**config.mk**
```make
export PLATFORM = sky130hd
export DESIGN_NAME = vram_arbiter
export DESIGN_NICKNAME = d
export VERILOG_FILES = /design/src/rtl/vram_arbiter.sv
export SDC_FILE = /design/constraint.sdc
export NUM_CORES = 1
export LEC_CHECK = 0
export ABC_AREA = 1
export BUFFER_PORTS_ARGS = -buffer_cell sky130_fd_sc_hd__buf_2
export CORE_MARGIN = 2
export CORE_UTILIZATION = 59
export CTS_BUF_LIST = sky130_fd_sc_hd__clkbuf_4
export DETAILED_ROUTE_END_ITERATION = 10
export GPL_TIMING_DRIVEN = 0
export HOLD_SLACK_MARGIN = 0.08
export MAX_ROUTING_LAYER = met4
export PLACE_DENSITY = 0.82
export SLEW_MARGIN = 20
export SYNTH_ARGS = -nofsm -noshare
export SYNTH_HDL_FRONTEND = slang
export SYNTH_SLANG_ARGS = --single-unit
```
**constraint.sdc**
```tcl
create_clock -name clk -period 2.7 [get_ports clk]
set_input_delay 0.27 -clock clk [delete_from_list [all_inputs] [get_ports clk]]
set_output_delay 0.27 -clock clk [all_outputs]
set_load 0.02 [all_outputs]
```
**src/rtl/vram_arbiter.sv**
```systemverilog
// vram_arbiter: shares one single-port synchronous video RAM between the
// VGA read path (priority) and an in-order, FIFO-buffered CPU port.
// Ports:
//   clk, reset_n                          clock, async active-low reset
//   vga_req, vga_address -> vga_data      VGA fetch path (2-cycle latency)
//   cpu_we/re/addr/wdata, cpu_ready       CPU request accept side
//   cpu_rdata, cpu_rvalid                 CPU read return (1-cycle pulse)
//   mem_addr/we/wdata, mem_rdata          RAM port (read data 1 cycle late)
module vram_arbiter #(
    parameter int ADDR_W     = 15,
    parameter int DATA_W     = 16,
    parameter int FIFO_DEPTH = 4,
    parameter int STARVE_MAX = 64
) (
    input  logic              clk,
    input  logic              reset_n,
    input  logic              vga_req,
    input  logic [ADDR_W-1:0] vga_address,
    output logic [DATA_W-1:0] vga_data,
    input  logic              cpu_we,
    input  logic              cpu_re,
    input  logic [ADDR_W-1:0] cpu_addr,
    input  logic [DATA_W-1:0] cpu_wdata,
    output logic              cpu_ready,
    output logic [DATA_W-1:0] cpu_rdata,
    output logic              cpu_rvalid,
    output logic [ADDR_W-1:0] mem_addr,
    output logic              mem_we,
    output logic [DATA_W-1:0] mem_wdata,
    input  logic [DATA_W-1:0] mem_rdata
);
    localparam int PTR_W = $clog2(FIFO_DEPTH);
    localparam int CNT_W = PTR_W + 1;
    localparam int SC_W  = $clog2(STARVE_MAX + 1);

    typedef enum logic [1:0] {G_IDLE, G_VGA, G_CPU} grant_e;
    typedef enum logic [1:0] {T_OTHER, T_VGA, T_CPURD} tag_e;

    logic              fifo_we_q   [FIFO_DEPTH];
    logic [ADDR_W-1:0] fifo_addr_q [FIFO_DEPTH];
    logic [DATA_W-1:0] fifo_data_q [FIFO_DEPTH];

    logic [PTR_W-1:0] wr_ptr_q, wr_ptr_d;
    logic [PTR_W-1:0] rd_ptr_q, rd_ptr_d;
    logic [CNT_W-1:0] count_q, count_d;
    logic [SC_W-1:0]  starve_q, starve_d;
    tag_e             tag_q, tag_d;

    logic [DATA_W-1:0] vga_data_q, cpu_rdata_q;
    logic              cpu_rvalid_q;

    logic              empty, full, push, pop, force_cpu;
    logic              head_we;
    logic [ADDR_W-1:0] head_addr;
    logic [DATA_W-1:0] head_data;
    grant_e            grant;

    assign empty     = (count_q == '0);
    assign full      = (count_q == CNT_W'(FIFO_DEPTH));
    assign cpu_ready = !full;
    // A push while full is dropped even if this cycle also pops.
    assign push      = (cpu_we | cpu_re) & !full;
    assign force_cpu = (starve_q == SC_W'(STARVE_MAX)) && !empty;

    assign head_we   = fifo_we_q[rd_ptr_q];
    assign head_addr = fifo_addr_q[rd_ptr_q];
    assign head_data = fifo_data_q[rd_ptr_q];

    always_comb begin
        grant = G_IDLE;
        if (force_cpu)   grant = G_CPU;
        else if (vga_req) grant = G_VGA;
        else if (!empty)  grant = G_CPU;
    end

    assign pop = (grant == G_CPU);

    // RAM port is combinational from the grant; held at zero during reset
    // so the outputs show their reset values immediately.
    always_comb begin
        mem_addr  = vga_address;
        mem_we    = 1'b0;
        mem_wdata = '0;
        if (pop) begin
            mem_addr  = head_addr;
            mem_we    = head_we;
            mem_wdata = head_data;
        end
        if (!reset_n) begin
            mem_addr  = '0;
            mem_we    = 1'b0;
            mem_wdata = '0;
        end
    end

    always_comb begin
        wr_ptr_d = push ? wr_ptr_q + 1'b1 : wr_ptr_q;
        rd_ptr_d = pop  ? rd_ptr_q + 1'b1 : rd_ptr_q;
        case ({push, pop})
            2'b10:   count_d = count_q + 1'b1;
            2'b01:   count_d = count_q - 1'b1;
            default: count_d = count_q;
        endcase
    end

    always_comb begin
        starve_d = starve_q;
        if (empty || pop)
            starve_d = '0;
        else if (starve_q != SC_W'(STARVE_MAX))
            starve_d = starve_q + 1'b1;
    end

    // Tag tells next cycle what the RAM read data belongs to.
    always_comb begin
        tag_d = T_OTHER;
        if (grant == G_VGA)      tag_d = T_VGA;
        else if (pop && !head_we) tag_d = T_CPURD;
    end

    always_ff @(posedge clk or negedge reset_n) begin
        if (!reset_n) begin
            for (int i = 0; i < FIFO_DEPTH; i++) begin
                fifo_we_q[i]   <= 1'b0;
                fifo_addr_q[i] <= '0;
                fifo_data_q[i] <= '0;
            end
        end else if (push) begin
            fifo_we_q[wr_ptr_q]   <= cpu_we;
            fifo_addr_q[wr_ptr_q] <= cpu_addr;
            fifo_data_q[wr_ptr_q] <= cpu_wdata;
        end
    end

    always_ff @(posedge clk or negedge reset_n) begin
        if (!reset_n) begin
            wr_ptr_q <= '0;
            rd_ptr_q <= '0;
            count_q  <= '0;
            starve_q <= '0;
            tag_q    <= T_OTHER;
        end else begin
            wr_ptr_q <= wr_ptr_d;
            rd_ptr_q <= rd_ptr_d;
            count_q  <= count_d;
            starve_q <= starve_d;
            tag_q    <= tag_d;
        end
    end

    always_ff @(posedge clk or negedge reset_n) begin
        if (!reset_n) begin
            vga_data_q   <= '0;
            cpu_rdata_q  <= '0;
            cpu_rvalid_q <= 1'b0;
        end else begin
            cpu_rvalid_q <= 1'b0;
            if (tag_q == T_VGA)
                vga_data_q <= mem_rdata;
            if (tag_q == T_CPURD) begin
                cpu_rdata_q  <= mem_rdata;
                cpu_rvalid_q <= 1'b1;
            end
        end
    end

    assign vga_data   = vga_data_q;
    assign cpu_rdata  = cpu_rdata_q;
    assign cpu_rvalid = cpu_rvalid_q;
endmodule

```
==> impl_metrics.toml <==
[synth]
synth_top_area_share = 0.5184
synth-async-reset-ratio = 1.000
yosysUniqueCellTypes = 26
synth_enable_flop_cells = 0
syn_inst = 1080
yosysTopAreaCell = "dfrtp_1"
syn_nets = 1155
ys_seq_elements = 177
synthTopCellsByCount = "nand2_1 (373), dfrtp_1 (177), o21ai_0 (176)"
synth_flop_cell = "dfrtp_1"
synth_area_leaders = "dfrtp_1 (52%), nand2_1 (16%), o21ai_0 (10%)"
synth.most_common_cell = "nand2_1"
yosysWarnings = 0
yosysSeqAreaShare = 0.5184
synth_area_um2 = 8544
synth.avg_cell_area_um2 = 7.912

[finish]
fin_area_um2 = 10370
syn_to_final_growth_pct = 21.38
fin_util = 0.7414
stdcell_count = 1484
filler_cell_count = 1081
nNetsFinal = 1365
drive_gt1_frac = 0.1811

[detailed_routing]
postRouteAntennaNets = 0
via_per_inst = 5.491
first_pass_iters = 5
drcViolationCount = 0
drt-initial-drc-count = 921
routed_wl_um = 24320
vias = 8148
post_drt_wl_per_cell_um = 16.39

[floorplanning]
rows = 43
ioPinCount = 133
die_width_um = 124.3
fp.dieH_um = 124.3
die-area_um2 = 15460
design.core.area_um2 = 13990
initial_core_util = 0.6108

[timing]
fmax_mhz = 383.0
tightest_slew_ns = 0.5598
hold_viol_final = 93
slew_violations = 0
finalSetupViolations = 0
period_share = 0.9670
relSlewSlack = 0.6268
whs_ns = -0.3166
fin_skew_ns = 0.01536
finalCriticalPeriod_ns = 2.611

[cts]
clkTransAtPathRegs_ns = 0.13
cts_buffers = 17
numClockSinks = 177
htreeDepth = 4
cts_tree = "yes"
root_buffer = "clkbuf_4"
cts_buffer_depth = 2
insertion_delay_ns = 0.59
cts_hold_buf = 52

[global_route]
globalRouteMet1Util = 0.4210
grt_pass1_vias = 7628
track_usage = 0.3195
overflow = 0
met3_usage = 0.06014
grt_use_met2 = 0.5063
grt_max_degree = 95
grt_antenna_before_repair = 1
grt.busiest_layer = "met2"
grt_pass1_wl_um = 38500

[power_and_ir_drop]
power.density_nw_per_um2 = 1154
peakVddDrop_mv = 0.5418
total_power_mw = 11.96
cellLeakagePower_nw = 5.434

[setup_path]
rr_worst_depth = 11
cp.required_ns = 2.43
crit_fanout = 9
regToRegSetupSlack_ns = 0.28
crit_type = "flop to primary output"
start_kind = "flop"
cp-end-kind = "primary output"
crit_arrival_ns = 2.34

[flow_run]
maxCapViolations = 0

[place]
io_buffer_count = 132
place_area_um2 = 9468
place_congestion = 0.8506
dp.cells = 1393
dp_hpwl_um = 15750

[hold_path]
hold_path_class = "primary input to asynchronous set/reset pin"

[run_status]
outcome = "complete, but fails checks"
violations = "hold timing"
-- layout make-up --
class / instances / area, µm² / share of cell area
tap: 180 / 225.2 / 0.02172
antenna: 1 / 2.502 / 0.0002413
multi-input combinational: 746 / 3374 / 0.3254
buffer: 71 / 451.7 / 0.04355
sequential: 177 / 4429 / 0.4271
timing repair buffer: 191 / 1324 / 0.1276
clock inverter: 13 / 96.34 / 0.009289
clock buffer: 19 / 142.6 / 0.01375
inverter: 86 / 325.3 / 0.03137
-- report_power, final --
part	leakage [nW]	total, mW	switching (mW)	internal (mW)
Sequential	2.20	4.42	0.552	3.87
Combinational	3.09	6.18	4.14	2.04
Clock	0.138	1.36	0.902	0.460
-- metrics by stage --
step	TNS (ns)	hold slack, ns	worst slack (ns)
floorplan	0	-0.02559	0.5084
global placement	-307.83	0.4220	-1.946
detailed placement	0	0.3065	0.005694
CTS	0	-0.2944	0.0005533
global route	-0.1833	-0.2961	-0.03184
finish	0	-0.3166	0.08915
-- cells in the final DEF, fill, tap and decap left out, types with 4 or more instances in the layout --
| master | count |
|---|---|
| a21oi_1 | 51 |
| buf_2 | 154 |
| buf_4 | 11 |
| buf_6 | 15 |
| clkbuf_1 | 20 |
| clkbuf_4 | 20 |
| clkinv_2 | 6 |
| dfrtp_1 | 177 |
| dlygate4sd3_1 | 50 |
| ha_1 | 7 |
| inv_1 | 83 |
| nand2_1 | 373 |
| nand3_1 | 55 |
| nor2_1 | 42 |
| nor2_2 | 5 |
| o21ai_0 | 176 |
| o21ai_1 | 20 |
| xor2_1 | 4 |
-- final timing paths --
check,from,end
setup / recovery,starve_q[1]$_DFFE_PN0P_,mem_wdata[6]
hold / removal,reset_n,fifo_data_q[51]$_DFFE_PN0P_
setup reg to reg,count_q[0]$_DFFE_PN0P_,count_q[2]$_DFFE_PN0P_
hold reg to reg,tag_q[0]$_DFF_PN0_,cpu_rvalid$_DFF_PN0_
max in group asynchronous,reset_n,vga_data[13]$_DFFE_PN0N_
min in group clk,cpu_re,fifo_addr_q[1]$_DFFE_PN0P_
-- critical path, cell delays in order (launching register included) --
cell and delay [ns]:
dfrtp_1 0.43, inv_1 0.08, ha_1 0.15, nand2_1 0.06, inv_1 0.05, nand3_1 0.09, nand2_2 0.15, nand2_4 0.10
inv_4 0.10, nand2_8 0.10, clkbuf_16 0.20, nor2_1 0.08, buf_2 0.16
-- state kept, by name (all words and copies together) (netlist names) --
register and count:
fifo_data_q 64, count_q 3, cpu_rdata 16, tag_q 2
starve_q 7, rd_ptr_q 2, fifo_addr_q 60, wr_ptr_q 2
fifo_we_q 4, vga_data 16, cpu_rvalid 1
-- per-layer routing --
metal	share of wire	routed length, µm
met5	0	0
met4	0.019	452
met3	0.089	2166
met2	0.48	11660
met1	0.41	10050
-- timing repair --
| item | in CTS | in global routing |
|---|---|---|
| setup endpoints to repair | 2 | 14 |
| endpoints found under the hold margin | 245 | 93 |
| pin swaps | 0 | 2 |
| cloned | 0 | 1 |
| gates resized for setup | 0 | 19 |
| setup buffers | 1 | 4 |
-- cell families (layout without fill, tap and decap cells) --
family / Yosys count / after routing / share of synthesized area
other cells: 0 / 1 / 0
flops: 177 / 177 / 0.5184
simple gates: 482 / 482 / 0.2257
xor+xnor: 7 / 7 / 0.007175
fa+ha+maj: 8 / 8 / 0.01259
compound gates: 249 / 249 / 0.1476
buf+inv: 157 / 380 / 0.08859
No activity file was read; power rests on OpenSTA's default activity.
